<file path="src/rtl/pc_sequencer_if.sv">
// Purpose : bundles every non-clock signal of the pc instruction-cycle sequencer.
// Modports: master - the sequencer (drives pc/memory/execute strobes and status)
//           slave  - the surrounding pc, instruction memory and execute unit
// Signals : run, pc_addr, instr_done, jump_req, jump_target, rupt_req, rupt_vec,
//           rupt_exit (toward sequencer); pc_en, pc_load, pc_load_addr,
//           fetch_strobe, ir_load, exec_start, rupt_ack, ret_addr, in_rupt,
//           state (from sequencer).
interface pc_sequencer_if #(
  parameter int unsigned ADDR_W = 12
);
  logic              run;
  logic [ADDR_W-1:0] pc_addr;
  logic              instr_done;
  logic              jump_req;
  logic [ADDR_W-1:0] jump_target;
  logic              rupt_req;
  logic [2:0]        rupt_vec;
  logic              rupt_exit;

  logic              pc_en;
  logic              pc_load;
  logic [ADDR_W-1:0] pc_load_addr;
  logic              fetch_strobe;
  logic              ir_load;
  logic              exec_start;
  logic              rupt_ack;
  logic [ADDR_W-1:0] ret_addr;
  logic              in_rupt;
  logic [2:0]        state;

  modport master (
    input  run, pc_addr, instr_done, jump_req, jump_target,
           rupt_req, rupt_vec, rupt_exit,
    output pc_en, pc_load, pc_load_addr, fetch_strobe, ir_load,
           exec_start, rupt_ack, ret_addr, in_rupt, state
  );

  modport slave (
    output run, pc_addr, instr_done, jump_req, jump_target,
           rupt_req, rupt_vec, rupt_exit,
    input  pc_en, pc_load, pc_load_addr, fetch_strobe, ir_load,
           exec_start, rupt_ack, ret_addr, in_rupt, state
  );
endinterface

</file>
<file path="src/rtl/pc_sequencer.sv">
// Purpose : instruction-cycle controller for the pc program counter. Steps
//           IDLE/FETCH/WAIT/DECODE/EXEC/ADVANCE and issues the pc increment or
//           load plus memory / IR / execute strobes.
// Ports   : clk    - system clock, rising edge
//           rst_n  - asynchronous active-low reset
//           bus    - pc_sequencer_if.master (all handshake and status signals)
// Config  : define PC_SEQUENCER_RUPT_EN to enable interrupt entry/exit handling;
//           otherwise rupt_req/rupt_vec/rupt_exit are ignored and rupt_ack,
//           in_rupt, ret_addr are tied 0.
// Every strobe is registered from the next-state decision, so each strobe is
// high exactly during the cycle the FSM spends in the matching state.
module pc_sequencer #(
  parameter int unsigned       ADDR_W    = 12,
  parameter int unsigned       MEM_LAT   = 2,
  parameter logic [ADDR_W-1:0] RUPT_BASE = ADDR_W'('h800)
) (
  input  logic            clk,
  input  logic            rst_n,
  pc_sequencer_if.master  bus
);

  localparam int unsigned CNT_W = 4;

  typedef enum logic [2:0] {
    IDLE    = 3'd0,
    FETCH   = 3'd1,
    WAIT    = 3'd2,
    DECODE  = 3'd3,
    EXEC    = 3'd4,
    ADVANCE = 3'd5
  } state_e;

  state_e            state_q, state_d;
  logic [CNT_W-1:0]  cnt_q, cnt_d;
  logic              fetch_q, fetch_d;
  logic              ir_q, ir_d;
  logic              exec_q, exec_d;
  logic              pc_en_q, pc_en_d;
  logic              pc_load_q, pc_load_d;
  logic [ADDR_W-1:0] load_addr_q, load_addr_d;

  // Interrupt hooks seen by the FSM; constant 0 when interrupts are compiled out.
  logic              take_rupt;
  logic              rupt_avail;
  logic [ADDR_W-1:0] rupt_addr;

  // State and registered outputs
  always_ff @(posedge clk or negedge rst_n) begin
    if (!rst_n) begin
      state_q     <= IDLE;
      cnt_q       <= '0;
      fetch_q     <= 1'b0;
      ir_q        <= 1'b0;
      exec_q      <= 1'b0;
      pc_en_q     <= 1'b0;
      pc_load_q   <= 1'b0;
      load_addr_q <= '0;
    end else begin
      state_q     <= state_d;
      cnt_q       <= cnt_d;
      fetch_q     <= fetch_d;
      ir_q        <= ir_d;
      exec_q      <= exec_d;
      pc_en_q     <= pc_en_d;
      pc_load_q   <= pc_load_d;
      load_addr_q <= load_addr_d;
    end
  end

  // Next state and next outputs
  always_comb begin
    state_d     = state_q;
    cnt_d       = cnt_q;
    fetch_d     = 1'b0;
    ir_d        = 1'b0;
    exec_d      = 1'b0;
    pc_en_d     = 1'b0;
    pc_load_d   = 1'b0;
    load_addr_d = load_addr_q;
    take_rupt   = 1'b0;

    unique case (state_q)
      IDLE: begin
        if (bus.run) begin
          state_d = FETCH;
          fetch_d = 1'b1;
        end
      end
      FETCH: begin
        state_d = WAIT;
        cnt_d   = CNT_W'(MEM_LAT - 1);
      end
      WAIT: begin
        if (cnt_q == '0) begin
          state_d = DECODE;
          ir_d    = 1'b1;
        end else begin
          cnt_d = cnt_q - CNT_W'(1);
        end
      end
      DECODE: begin
        state_d = EXEC;
        exec_d  = 1'b1;
      end
      EXEC: begin
        // pc action for ADVANCE is decided on the instr_done cycle so that the
        // registered pc_en/pc_load land exactly in the ADVANCE cycle.
        if (bus.instr_done) begin
          state_d = ADVANCE;
          if (rupt_avail) begin
            take_rupt   = 1'b1;
            pc_load_d   = 1'b1;
            load_addr_d = rupt_addr;
          end else if (bus.jump_req) begin
            pc_load_d   = 1'b1;
            load_addr_d = bus.jump_target;
          end else begin
            pc_en_d = 1'b1;
          end
        end
      end
      ADVANCE: begin
        if (bus.run) begin
          state_d = FETCH;
          fetch_d = 1'b1;
        end else begin
          state_d = IDLE;
        end
      end
      default: state_d = IDLE;
    endcase
  end

  assign bus.state        = state_q;
  assign bus.fetch_strobe = fetch_q;
  assign bus.ir_load      = ir_q;
  assign bus.exec_start   = exec_q;
  assign bus.pc_en        = pc_en_q;
  assign bus.pc_load      = pc_load_q;
  assign bus.pc_load_addr = load_addr_q;

`ifdef PC_SEQUENCER_RUPT_EN
  logic              pending_q;
  logic [2:0]        vec_q;
  logic              in_rupt_q;
  logic              rupt_ack_q;
  logic [ADDR_W-1:0] ret_addr_q;
  logic              new_req;

  // A request is only accepted outside service; an exit in the same cycle wins.
  assign new_req    = bus.rupt_req & ~in_rupt_q & ~bus.rupt_exit;
  // A request arriving on the instr_done cycle itself is taken directly.
  assign rupt_avail = pending_q | new_req;
  assign rupt_addr  = RUPT_BASE + ADDR_W'({(pending_q ? vec_q : bus.rupt_vec), 2'b00});

  // Pending request, service flag and return address
  always_ff @(posedge clk or negedge rst_n) begin
    if (!rst_n) begin
      pending_q  <= 1'b0;
      vec_q      <= '0;
      in_rupt_q  <= 1'b0;
      rupt_ack_q <= 1'b0;
      ret_addr_q <= '0;
    end else begin
      rupt_ack_q <= take_rupt;
      if (take_rupt) begin
        pending_q  <= 1'b0;
        in_rupt_q  <= 1'b1;
        ret_addr_q <= bus.jump_req ? bus.jump_target : bus.pc_addr + ADDR_W'(1);
      end else begin
        if (new_req && !pending_q) begin
          pending_q <= 1'b1;
          vec_q     <= bus.rupt_vec;
        end
        if (bus.rupt_exit) in_rupt_q <= 1'b0;
      end
    end
  end

  assign bus.rupt_ack = rupt_ack_q;
  assign bus.in_rupt  = in_rupt_q;
  assign bus.ret_addr = ret_addr_q;
`else
  logic unused_rupt;

  assign rupt_avail  = 1'b0;
  assign rupt_addr   = '0;
  assign unused_rupt = ^{bus.rupt_req, bus.rupt_vec, bus.rupt_exit, take_rupt};

  assign bus.rupt_ack = 1'b0;
  assign bus.in_rupt  = 1'b0;
  assign bus.ret_addr = '0;
`endif

endmodule

</file>
<file path="src/flat_wrapper.sv">
// flat-port wrapper written by rule: the top's interface ports become plain ports
module pc_sequencer_flat 
#(
  parameter int unsigned       ADDR_W    = 12,
  parameter int unsigned       MEM_LAT   = 2,
  parameter logic [ADDR_W-1:0] RUPT_BASE = ADDR_W'('h800)
)
  (clk, rst_n, bus_run, bus_pc_addr, bus_instr_done, bus_jump_req, bus_jump_target, bus_rupt_req, bus_rupt_vec, bus_rupt_exit, bus_pc_en, bus_pc_load, bus_pc_load_addr, bus_fetch_strobe, bus_ir_load, bus_exec_start, bus_rupt_ack, bus_ret_addr, bus_in_rupt, bus_state);
  pc_sequencer_if #(.ADDR_W(ADDR_W)) bus_i ();
  input  logic clk;
  input  logic rst_n;
  input wire logic [$bits(bus_i.run)-1:0] bus_run;
  input wire logic [$bits(bus_i.pc_addr)-1:0] bus_pc_addr;
  input wire logic [$bits(bus_i.instr_done)-1:0] bus_instr_done;
  input wire logic [$bits(bus_i.jump_req)-1:0] bus_jump_req;
  input wire logic [$bits(bus_i.jump_target)-1:0] bus_jump_target;
  input wire logic [$bits(bus_i.rupt_req)-1:0] bus_rupt_req;
  input wire logic [$bits(bus_i.rupt_vec)-1:0] bus_rupt_vec;
  input wire logic [$bits(bus_i.rupt_exit)-1:0] bus_rupt_exit;
  output wire logic [$bits(bus_i.pc_en)-1:0] bus_pc_en;
  output wire logic [$bits(bus_i.pc_load)-1:0] bus_pc_load;
  output wire logic [$bits(bus_i.pc_load_addr)-1:0] bus_pc_load_addr;
  output wire logic [$bits(bus_i.fetch_strobe)-1:0] bus_fetch_strobe;
  output wire logic [$bits(bus_i.ir_load)-1:0] bus_ir_load;
  output wire logic [$bits(bus_i.exec_start)-1:0] bus_exec_start;
  output wire logic [$bits(bus_i.rupt_ack)-1:0] bus_rupt_ack;
  output wire logic [$bits(bus_i.ret_addr)-1:0] bus_ret_addr;
  output wire logic [$bits(bus_i.in_rupt)-1:0] bus_in_rupt;
  output wire logic [$bits(bus_i.state)-1:0] bus_state;
  assign bus_i.run = bus_run;
  assign bus_i.pc_addr = bus_pc_addr;
  assign bus_i.instr_done = bus_instr_done;
  assign bus_i.jump_req = bus_jump_req;
  assign bus_i.jump_target = bus_jump_target;
  assign bus_i.rupt_req = bus_rupt_req;
  assign bus_i.rupt_vec = bus_rupt_vec;
  assign bus_i.rupt_exit = bus_rupt_exit;
  assign bus_pc_en = bus_i.pc_en;
  assign bus_pc_load = bus_i.pc_load;
  assign bus_pc_load_addr = bus_i.pc_load_addr;
  assign bus_fetch_strobe = bus_i.fetch_strobe;
  assign bus_ir_load = bus_i.ir_load;
  assign bus_exec_start = bus_i.exec_start;
  assign bus_rupt_ack = bus_i.rupt_ack;
  assign bus_ret_addr = bus_i.ret_addr;
  assign bus_in_rupt = bus_i.in_rupt;
  assign bus_state = bus_i.state;
  pc_sequencer #(.ADDR_W(ADDR_W), .MEM_LAT(MEM_LAT), .RUPT_BASE(RUPT_BASE)) u_core (.clk(clk), .rst_n(rst_n), .bus(bus_i));
endmodule
</file>
<file path="config.mk">
export PLATFORM = sky130hd
export DESIGN_NAME = pc_sequencer_flat
export DESIGN_NICKNAME = d
export VERILOG_FILES = /design/src/rtl/pc_sequencer_if.sv /design/src/rtl/pc_sequencer.sv /design/src/flat_wrapper.sv
export SDC_FILE = /design/constraint.sdc
export NUM_CORES = 1
export LEC_CHECK = 0
export BUFFER_PORTS_ARGS = -buffer_cell sky130_fd_sc_hd__clkbuf_2
export CAP_MARGIN = 20
export CORE_MARGIN = 2
export CORE_UTILIZATION = 43
export CTS_CLUSTER_DIAMETER = 80
export DETAILED_ROUTE_END_ITERATION = 8
export PLACE_DENSITY = 0.84
export SETUP_SLACK_MARGIN = 0.05
export SLEW_MARGIN = 20
export SYNTH_ARGS = -nofsm -noshare
export SYNTH_HDL_FRONTEND = slang
export SYNTH_SLANG_ARGS = --single-unit
</file>
<file path="constraint.sdc">
create_clock -name clk -period 1.8 [get_ports clk]
set_input_delay 0 -clock clk [delete_from_list [all_inputs] [get_ports clk]]
set_output_delay 0 -clock clk [all_outputs]
set_load 0.01 [all_outputs]
</file>
==> summary.txt <==
Final layout
  • Layout fillers: 218
  • Area grow syn2layout: 29.39%
  • Nets: 180
  • Antenna diodes: 0
  • Share of layout cells above drive strength 1: 38.46%
  • Share of the core filled with cells: 59.62%

STA
  • Fmax achieved: 0.6049 GHz
  • Final hold vios: 0
  • Crit path time final: 1.653 ns
  • Worst-Margin Slew: 0.5860 ns
  • Final period util: 91.84%
  • Fin. max-slew vios: 0
  • Max-Slew Margin vs Limit: 60.93%
  • Finish-stage setup viols: 0
  • Setup TNS: 0 ns
  • RSZ-0062 raised after global routing: false
  • Clk_skew: 0.005894 ns

Power and ir drop
  • PwrDens: 1336 nW/µm²
  • Max VDD drop: 0.0009098 V
  • P_leak: 0.8395 nW

Global routing
  • Global route hottest layer: met2
  • GR Util met3: 2.326%
  • Largest net degree at the start of global routing: 25
  • Initial antenna violation count: 0
  • Vias in the first global route: 785
  • Overflow after GRT: 0
  • Tot GR Track Use: 13.94%
  • First-pass GRT wire length: 3539 µm
  • Grt met2 use: 24.71%
  • GR Layer Usage met1: 17.76%

Die
  • Die W: 55.99 µm
  • Initial Utilization: 46.08%
  • Row Count: 18
  • Core area: 2522 µm²
  • Die area: 3135 µm²
  • IO Pins: 68
  • Chip height: 55.99 µm

Placed design
  • RePlAce Congestion: 0.7191
  • Port Buffer Count: 36
  • Dpl hpwl: 1461 µm

Synth
  • #FFs+latches synth: 24
  • Average footprint of a synthesized cell: 12.92 µm²
  • Top_reg_cell synth: dfrtp_1
  • Yosys warning count: 0
  • Syn Inst Count: 90
  • Post-Synthesis Cell Area: 1162 µm²
  • Cell variety after synth: 29
  • Sequential share of the synthesized area: 51.67%
  • EDFF count, synth: 0
  • Async S/R FF share, synth: 100.0%

Detailed routing
  • TritonRoute pass-1 iters: 2
  • Vias: 795
  • Vias per inst: 4.595
  • Post-route ant nets: 0
  • Drt drc: 0
  • Routed len/inst: 12.38 µm
  • Initial DRC Count: 7
  • DRT Wirelength: 2141 µm

CTS
  • CTS root buf: clkbuf_4
  • Hold buffer count at CTS: 15
  • Setup repair bufs after CTS: 0
  • Later-pin clock latency in the skew report: 0.30 ns
  • CTS tree: yes
  • Sink Count: 24
  • Total clock buffers created by CTS: 3
  • Clock tree buffer depth: 2
  • Clk slew on worst S/H paths: 0.13 ns
  • PostCTS Resize Cnt: 0
  • CTS H-tree lvls: 1

Setup path
  • Startpoint Class: flop
  • R2r startpoint: u_core.cnt_q[0]$_DFFE_PN0P_
  • CP max FO: 5
  • CP required: 2.01 ns
  • R2r setup slk: 0.15 ns
  • Worst R2R End: u_core.cnt_q[0]$_DFFE_PN0P_
  • Cell depth of the worst flop-to-flop path: 5
  • WP data arrival: 1.86 ns
  • Critical Path Sink Type: flop
  • Setup CP Type: reg -> reg

Worst hold path
  • WHS Path Cells: 4
  • Hold WC Path Type: in -> reg
  • Hold Path End: u_core.bus.state[0]$_DFFE_PN0P_
  • Hold_sp: bus_instr_done

Status
  • Status: finished, final reports clean

Job
  • Maximum Capacitance Violations: 0
-- cells in the final DEF, fill, tap and decap left out, drive strengths merged --
cell	instances
clkbuf	40
dfrtp	24
dlygate4sd3	15
conb	14
mux2	13
nand2	6
mux2i	4
buf	3
inv	3
or3b	2
nor2	2
nand3	2
ha	2
nor3b	2
and3b	1
and4bb	1
nor2b	1
nor4b	1
xor2	1
xnor2	1
nand2b	1
o32a	1
a21oi	1
o21bai	1
nor3	1
-- worst max-delay path: stages, from the launching register on --
cell and delay [ns]:
dfrtp_1 0.40, inv_1 0.11, ha_1 0.14, or3b_1 0.42, nand2_1 0.15, mux2_1 0.33
-- stage by stage --
stage	hold WS, ns	area (µm²)	std cells	total power [mW]	setup WS, ns
6_report	0.1293	1504	173	2.009	0.1469
5_1_grt	0.1417	1504	173	2.154	0.05604
4_1_cts	0.1037	1504	173	2.033	0.1486
3_5_place_dp	0.03808	1318	154	1.721	0.1646
3_3_place_gp	0.02230	1318	154	1.676	0.2137
2_1_floorplan	-0.2956	1211	103	1.447	0.2617
-- layer usage --
layer	vias to the layer above	part of all wire (%)
met2	23	55
met1	391	40
met5	-	0
li1	381	-
met4	0	0
met3	0	4.5
-- cell usage after synthesis (2+ instances only) --
master	n	area share (%)
nand2_1	5	1.6
buf_4	15	9.7
buf_2	2	0.86
or3b_1	2	1.5
inv_1	2	0.65
dfrtp_1	24	52
mux2_1	4	3.9
nand3_1	2	0.86
mux2_4	9	12
ha_1	2	2.2
nor2_1	2	0.65
mux2i_1	4	3.4
-- registers in the layout, summed over array words and instances (netlist names) --
| name | cells |
|---|---|
| u_core.bus.pc_en | 1 |
| u_core.bus.exec_start | 1 |
| u_core.bus.ir_load | 1 |
| u_core.bus.state | 3 |
| u_core.bus.pc_load_addr | 12 |
| u_core.bus.fetch_strobe | 1 |
| u_core.cnt_q | 4 |
| u_core.bus.pc_load | 1 |
-- cells by family (layout without fill, tap and decap cells) --
family                   after synthesis  after routing  synth area share, %
flip-flops                            24             24                51.67
adder cells (fa/ha/maj)                2              2                2.153
other                                  1             14               0.3226
XOR/XNOR                               2              2                1.507
buffers and inverters                 21             61                12.49
AND/OR/NAND/NOR                       20             20                10.98
multiplexers                          17             17                18.94
AO/OA/AOI/OAI                          3              3                1.937
-- worst max path at each step --
stage                     cells after the start  slack, ns                          end                   startpoint
after floorplan                               5       0.26  u_core.cnt_q[0]$_DFFE_PN0P_  u_core.cnt_q[0]$_DFFE_PN0P_
after global placement                        5       0.21  u_core.cnt_q[0]$_DFFE_PN0P_  u_core.cnt_q[0]$_DFFE_PN0P_
after detailed placement                      5       0.16  u_core.cnt_q[0]$_DFFE_PN0P_  u_core.cnt_q[0]$_DFFE_PN0P_
after CTS                                     5       0.15  u_core.cnt_q[0]$_DFFE_PN0P_  u_core.cnt_q[0]$_DFFE_PN0P_
after global routing                          5       0.06  u_core.cnt_q[0]$_DFFE_PN0P_  u_core.cnt_q[0]$_DFFE_PN0P_
final                                         5       0.15  u_core.cnt_q[0]$_DFFE_PN0P_  u_core.cnt_q[0]$_DFFE_PN0P_
-- report_power, final --
| group | switching [mW] | leakage, nW | internal [mW] |
|---|---|---|---|
| logic | 0.427 | 0.509 | 0.463 |
| registers | 0.105 | 0.310 | 0.738 |
| clock network | 0.153 | 0.0210 | 0.123 |
| total | 0.685 | 0.839 | 1.32 |
-- cell type report --
type	instances	area [µm²]	area share [%]
Sequential cell	24	600.6	39.93
Clock buffer	4	36.28	2.413
Inverter	3	11.26	0.7488
Multi-Input combinational cell	58	465.4	30.95
Timing Repair Buffer	54	352.8	23.46
Tap cell	30	37.54	2.496
Power figures use the tool's default switching activity.
